**src/rtl/seq_detector_param.sv**
```systemverilog
// seq_detector_param: runtime-programmable serial pattern detector.
// Mealy match output, overlap/non-overlap modes and a valid-qualified input.
// Optional feature macro: SEQDET_MATCH_CNT_EN enables the saturating hit
// counter; when undefined, match_cnt is tied to zero.
module seq_detector_param #(
  parameter int unsigned MAX_LEN = 8,
  parameter int unsigned CNT_W   = 8
) (
  input  logic                           clk,
  input  logic                           rst,
  input  logic                           cfg_load,
  input  logic [MAX_LEN-1:0]             cfg_pattern,
  input  logic [$clog2(MAX_LEN+1)-1:0]   cfg_len,
  input  logic                           cfg_overlap,
  input  logic                           in_valid,
  input  logic                           in_bit,
  output logic                           match,
  output logic [CNT_W-1:0]               match_cnt,
  output logic                           cfg_err
);

  localparam int unsigned LW = $clog2(MAX_LEN + 1);

  // Configuration registers
  logic [MAX_LEN-1:0] pattern_q, pattern_d;
  logic [LW-1:0]      len_q, len_d;
  logic               overlap_q, overlap_d;
  logic               cfg_err_q, cfg_err_d;

  // History keeps only MAX_LEN-1 bits: the current in_bit supplies the
  // newest window position, so the oldest history bit would never be read.
  logic [MAX_LEN-2:0] hist_q, hist_d;
  logic [LW-1:0]      fill_q, fill_d;

  logic [31:0]        len_ext;
  logic [31:0]        fill_ext;
  logic [31:0]        cfg_len_ext;
  logic [MAX_LEN-1:0] mask;
  logic [MAX_LEN-1:0] win;
  logic               len_ok;
  logic               fill_ok;
  logic               win_eq;
  logic               hit;

  assign len_ext     = {{(32-LW){1'b0}}, len_q};
  assign fill_ext    = {{(32-LW){1'b0}}, fill_q};
  assign cfg_len_ext = {{(32-LW){1'b0}}, cfg_len};

  // Window compare against the low len_q bits of the stored pattern
  always_comb begin
    mask = '0;
    for (int unsigned i = 0; i < MAX_LEN; i++) begin
      mask[i] = (i < len_ext);
    end
    win     = {hist_q, in_bit};
    len_ok  = (len_ext >= 32'd1) && (len_ext <= MAX_LEN);
    fill_ok = (fill_ext + 32'd1) >= len_ext;
    win_eq  = ((win ^ pattern_q) & mask) == '0;
    hit     = !rst && in_valid && !cfg_load && len_ok && fill_ok && win_eq;
  end

  assign match   = hit;
  assign cfg_err = cfg_err_q;

  // Next-state: cfg_load outranks bit acceptance; hits in non-overlap mode restart the fill
  always_comb begin
    pattern_d = pattern_q;
    len_d     = len_q;
    overlap_d = overlap_q;
    cfg_err_d = cfg_err_q;
    hist_d    = hist_q;
    fill_d    = fill_q;
    if (cfg_load) begin
      pattern_d = cfg_pattern;
      len_d     = cfg_len;
      overlap_d = cfg_overlap;
      cfg_err_d = !((cfg_len_ext >= 32'd1) && (cfg_len_ext <= MAX_LEN));
      hist_d    = '0;
      fill_d    = '0;
    end else if (in_valid) begin
      hist_d = {hist_q[MAX_LEN-3:0], in_bit};
      if (hit && !overlap_q) begin
        fill_d = '0;
      end else if (fill_ext < MAX_LEN) begin
        fill_d = fill_q + LW'(1);
      end
    end
  end

  // State registers with synchronous reset to the default 1010 detector
  always_ff @(posedge clk) begin
    if (rst) begin
      pattern_q <= MAX_LEN'(4'b1010);
      len_q     <= LW'(4);
      overlap_q <= 1'b0;
      cfg_err_q <= 1'b0;
      hist_q    <= '0;
      fill_q    <= '0;
    end else begin
      pattern_q <= pattern_d;
      len_q     <= len_d;
      overlap_q <= overlap_d;
      cfg_err_q <= cfg_err_d;
      hist_q    <= hist_d;
      fill_q    <= fill_d;
    end
  end

`ifdef SEQDET_MATCH_CNT_EN
  logic [CNT_W-1:0] cnt_q, cnt_d;

  // Saturating hit counter, cleared by cfg_load
  always_comb begin
    cnt_d = cnt_q;
    if (cfg_load) begin
      cnt_d = '0;
    end else if (hit && (cnt_q != '1)) begin
      cnt_d = cnt_q + CNT_W'(1);
    end
  end

  // Counter register
  always_ff @(posedge clk) begin
    if (rst) begin
      cnt_q <= '0;
    end else begin
      cnt_q <= cnt_d;
    end
  end

  assign match_cnt = cnt_q;
`else
  assign match_cnt = '0;
`endif

endmodule

```
**config.mk**
```make
export PLATFORM = sky130hd
export DESIGN_NAME = seq_detector_param
export DESIGN_NICKNAME = d
export VERILOG_FILES = /design/src/rtl/seq_detector_param.sv
export SDC_FILE = /design/constraint.sdc
export NUM_CORES = 1
export LEC_CHECK = 0
export ABC_CLOCK_PERIOD_IN_PS = 2200
export CAP_MARGIN = 20
export CORE_MARGIN = 2
export CORE_UTILIZATION = 35
export DETAILED_ROUTE_END_ITERATION = 10
export PLACE_DENSITY_LB_ADDON = 0.05
export SLEW_MARGIN = 30
export SYNTH_ARGS = -nofsm -noshare
export SYNTH_HDL_FRONTEND = slang
export SYNTH_SLANG_ARGS = --single-unit
```
**constraint.sdc**
```tcl
create_clock -name clk -period 2.2 [get_ports clk]
set_input_delay 0.44 -clock clk [delete_from_list [all_inputs] [get_ports clk]]
set_output_delay 0.44 -clock clk [all_outputs]
set_load 0.03 [all_outputs]
```
==> metrics.csv <==
stage,metric,value,unit
sta,min_period,2.19,ns
die,dieWidth,65.2,um
worst_setup_path,critPathKind,reg2out,
power,clockPowerShare,29.6,%
sta,hold_violations,0,
finish,drive_above_1_share,18.1,%
placed_design,pre_cts_ws,-0.150,ns
cts,ctsHoldBuffers,0,
detailed_routing,firstDrtPassIters,4,
finish,syn2layout_area_growth,27.0,%
cts,cts_root_buf,clkbuf_8,
placed_design,hpwlAfterDp,2010,um
logic_synthesis,synthCells,140,
worst_setup_path,path_buf_inv,1,
sta,period_share,99.6,%
power,irDropWorstVdd,0.000202,V
global_route,antenna_found_initial,0,
global_route,gr-total-overflow,0,
cts,cts_tree,done,
logic_synthesis,synth_edf_count,0,
detailed_routing,drt-initial-drc-count,54,
die,core_area,3630,um2
logic_synthesis,synth_cell_types,35,
sta,finClkSkew,0.00238,ns
worst_setup_path,cp-start-kind,flip-flop,
worst_setup_path,worstPathMaxFanout,4,
power,switching_share,26.6,%
die,die-height,65.2,um
worst_setup_path,critPathArrivalTime,1.75,ns
logic_synthesis,synth_seq_cells,25,
finish,fin_cells,214,
power,p_per_area,560,nW/um2
cts,clock_latency,0.27,ns
placed_design,portBuffers,19,
finish,layout_common_cells,"mux2i_1 (20), dfxtp_1 (20), nor2_1 (19), clkdlybuf4s50_1 (15), buf_4 (12)",
logic_synthesis,ys.flop_type,dfxtp_1,
worst_setup_path,cp_cell_sequence,ha_4 -> xor2_1 -> ha_1 -> o21ai_1 -> o21a_1 -> nor3_2 -> buf_4,
die,io_pins,28,
power,finalPower,932,uW
detailed_routing,vias,1014,
worst_setup_path,crit_required,1.76,ns
cts,clockBufferDepth,2,
sta,finalMaxSlewViolations,0,
die,dieArea,4250,um2
run_status,status,"complete, no violations",
detailed_routing,ant_nets,0,
finish,nets,190,
die,initial_core_util,36.1,%
placed_design,place_congestion,0.774,
global_route,grt_pass1_wl,4720,um
worst_setup_path,slowest_delay,0.37,ns
sta,hold_ws,0.491,ns
sta,max_freq,456,MHz
worst_setup_path,cp-end-kind,output port,
sta,fin_setup_tns,0,ns
flow_run,maxCapViolCount,0,
sta,setup_ws,0.00844,ns
power,pwr-share-seq,52.4,%
global_route,grt_pass1_vias,985,
logic_synthesis,synth_area_per_cell,9.37,um2
worst_setup_path,path_delay_family,adder cells,
detailed_routing,wirelength,2800,um
global_route,grt_use_total,14.8,%
detailed_routing,via_per_inst,4.74,
power,internal-power,684,uW
power,pwr-share-comb,18.0,%
placed_design,dp_cells,204,
min_path,hold_class,reg2reg,
cts,htree_levels,1,
finish,fillers,375,
power,switchingPower,248,uW
cts,cts_buffers,3,
logic_synthesis,yosys_warnings,0,
cts,clock-sinks,25,
sta,rsz0062_at_grt,true,
global_route,grt_max_degree,17,
worst_setup_path,crit_path_top_delay_cell,dfxtp_4,
finish,antenna_cells,0,
die,row_count,22,
detailed_routing,routedWlPerCell,13.1,um
logic_synthesis,synth_seq_area_share,38.2,%
power,leakage,0.000699,uW
sta,setup_viol,0,
logic_synthesis,mappedNetlistArea,1310,um2
logic_synthesis,async_reset_ff_share,0,%
detailed_routing,route.detailed.drc,0,
cts,clk_pin_slew,0.08,ns
## cell usage after synthesis, types with 2 or more instances
| cell | count | area [um2] |
|---|---|---|
| nand2_1 | 5 | 18.8 |
| ha_1 | 5 | 62.6 |
| xor2_1 | 5 | 43.8 |
| mux2i_1 | 20 | 200 |
| nor3_1 | 6 | 30.0 |
| clkbuf_1 | 2 | 7.51 |
| o21ai_0 | 3 | 15.0 |
| nand2b_1 | 2 | 12.5 |
| xnor2_1 | 8 | 70.1 |
| buf_2 | 2 | 10.0 |
| a211oi_1 | 2 | 15.0 |
| inv_1 | 4 | 15.0 |
| nor2_1 | 20 | 75.1 |
| buf_6 | 2 | 22.5 |
| a21oi_1 | 3 | 15.0 |
| buf_4 | 8 | 60.1 |
| dfxtp_1 | 25 | 500 |
## repair_timing
item	CTS	global route
gates cloned	0	0
setup endpoints to repair	1	1
pin swaps	8	3
buffers inserted	5	1
resized for setup	14	5
## final timing paths
path                                start        end  slack, ns  depth (start not counted)
worst min register to register    cfg_err    cfg_err       0.49                          2
worst max register to register  fill_q[1]  fill_q[1]       0.10                         11
worst max-delay path            fill_q[1]      match      0.008                          7
worst min-delay path              cfg_err    cfg_err       0.49                          2
## power groups by stage
stage / clock network [uW] / registers, uW / logic [uW]
2_1_floorplan: 0 / 495 / 114
3_3_place_gp: 0 / 501 / 149
3_5_place_dp: 0 / 501 / 151
4_1_cts: 283 / 490 / 162
5_1_grt: 320 / 492 / 185
6_report: 276 / 489 / 168
## layout make-up
| cell class | instances | area [um2] | area share [%] |
|---|---|---|---|
| flip-flops and latches | 25 | 514 | 30.9 |
| clock buffers | 4 | 45.0 | 2.70 |
| inverters | 4 | 15.0 | 0.902 |
| repair buffers | 30 | 268 | 16.1 |
| well taps | 48 | 60.1 | 3.61 |
| multi-input cells | 103 | 763 | 45.8 |
## worst reg2reg max path, stage by stage, from the launching register on
cell	delay [ns]
dfxtp_4	0.37
ha_4	0.16
xor2_1	0.14
ha_1	0.28
o21ai_1	0.06
o21a_1	0.19
buf_4	0.13
buf_4	0.12
buf_4	0.12
nor4_2	0.21
buf_4	0.17
nor3_1	0.05
## metal layers
layer	wire length (um)	vias to the layer above	global-route usage, %	share of wire [%]
li1	-	520	-	-
met2	1380	17	25.5	49
met4	56	0	7.03	2.0
met1	1290	472	18.0	46
met3	75	5	2.05	2.7
met5	0	-	0	0
## sequential cells by signal, summed over array words and instances (netlist names)
name,count
overlap_q,1
fill_q,4
pattern_q,8
cfg_err,1
len_q,4
hist_q,7
## cell families (layout without fill, tap and decap cells)
| family | after synthesis | after routing | share of synthesized area [%] |
|---|---|---|---|
| simple gates | 43 | 43 | 16.9 |
| flops | 25 | 25 | 38.2 |
| mux | 20 | 20 | 15.3 |
| buf+inv | 19 | 38 | 9.06 |
| compound gates | 14 | 14 | 6.87 |
| xor+xnor | 13 | 13 | 8.68 |
| fa+ha+maj | 5 | 5 | 4.77 |
| other cells | 1 | 8 | 0.286 |
## metrics by stage
step,instance area (um2),util (%)
after floorplan,1340,-
after global placement,1520,41.9
after detailed placement,1520,41.9
after CTS,1640,45.0
after global routing,1670,45.8
final,1670,45.8
Power figures use the tool's default switching activity.
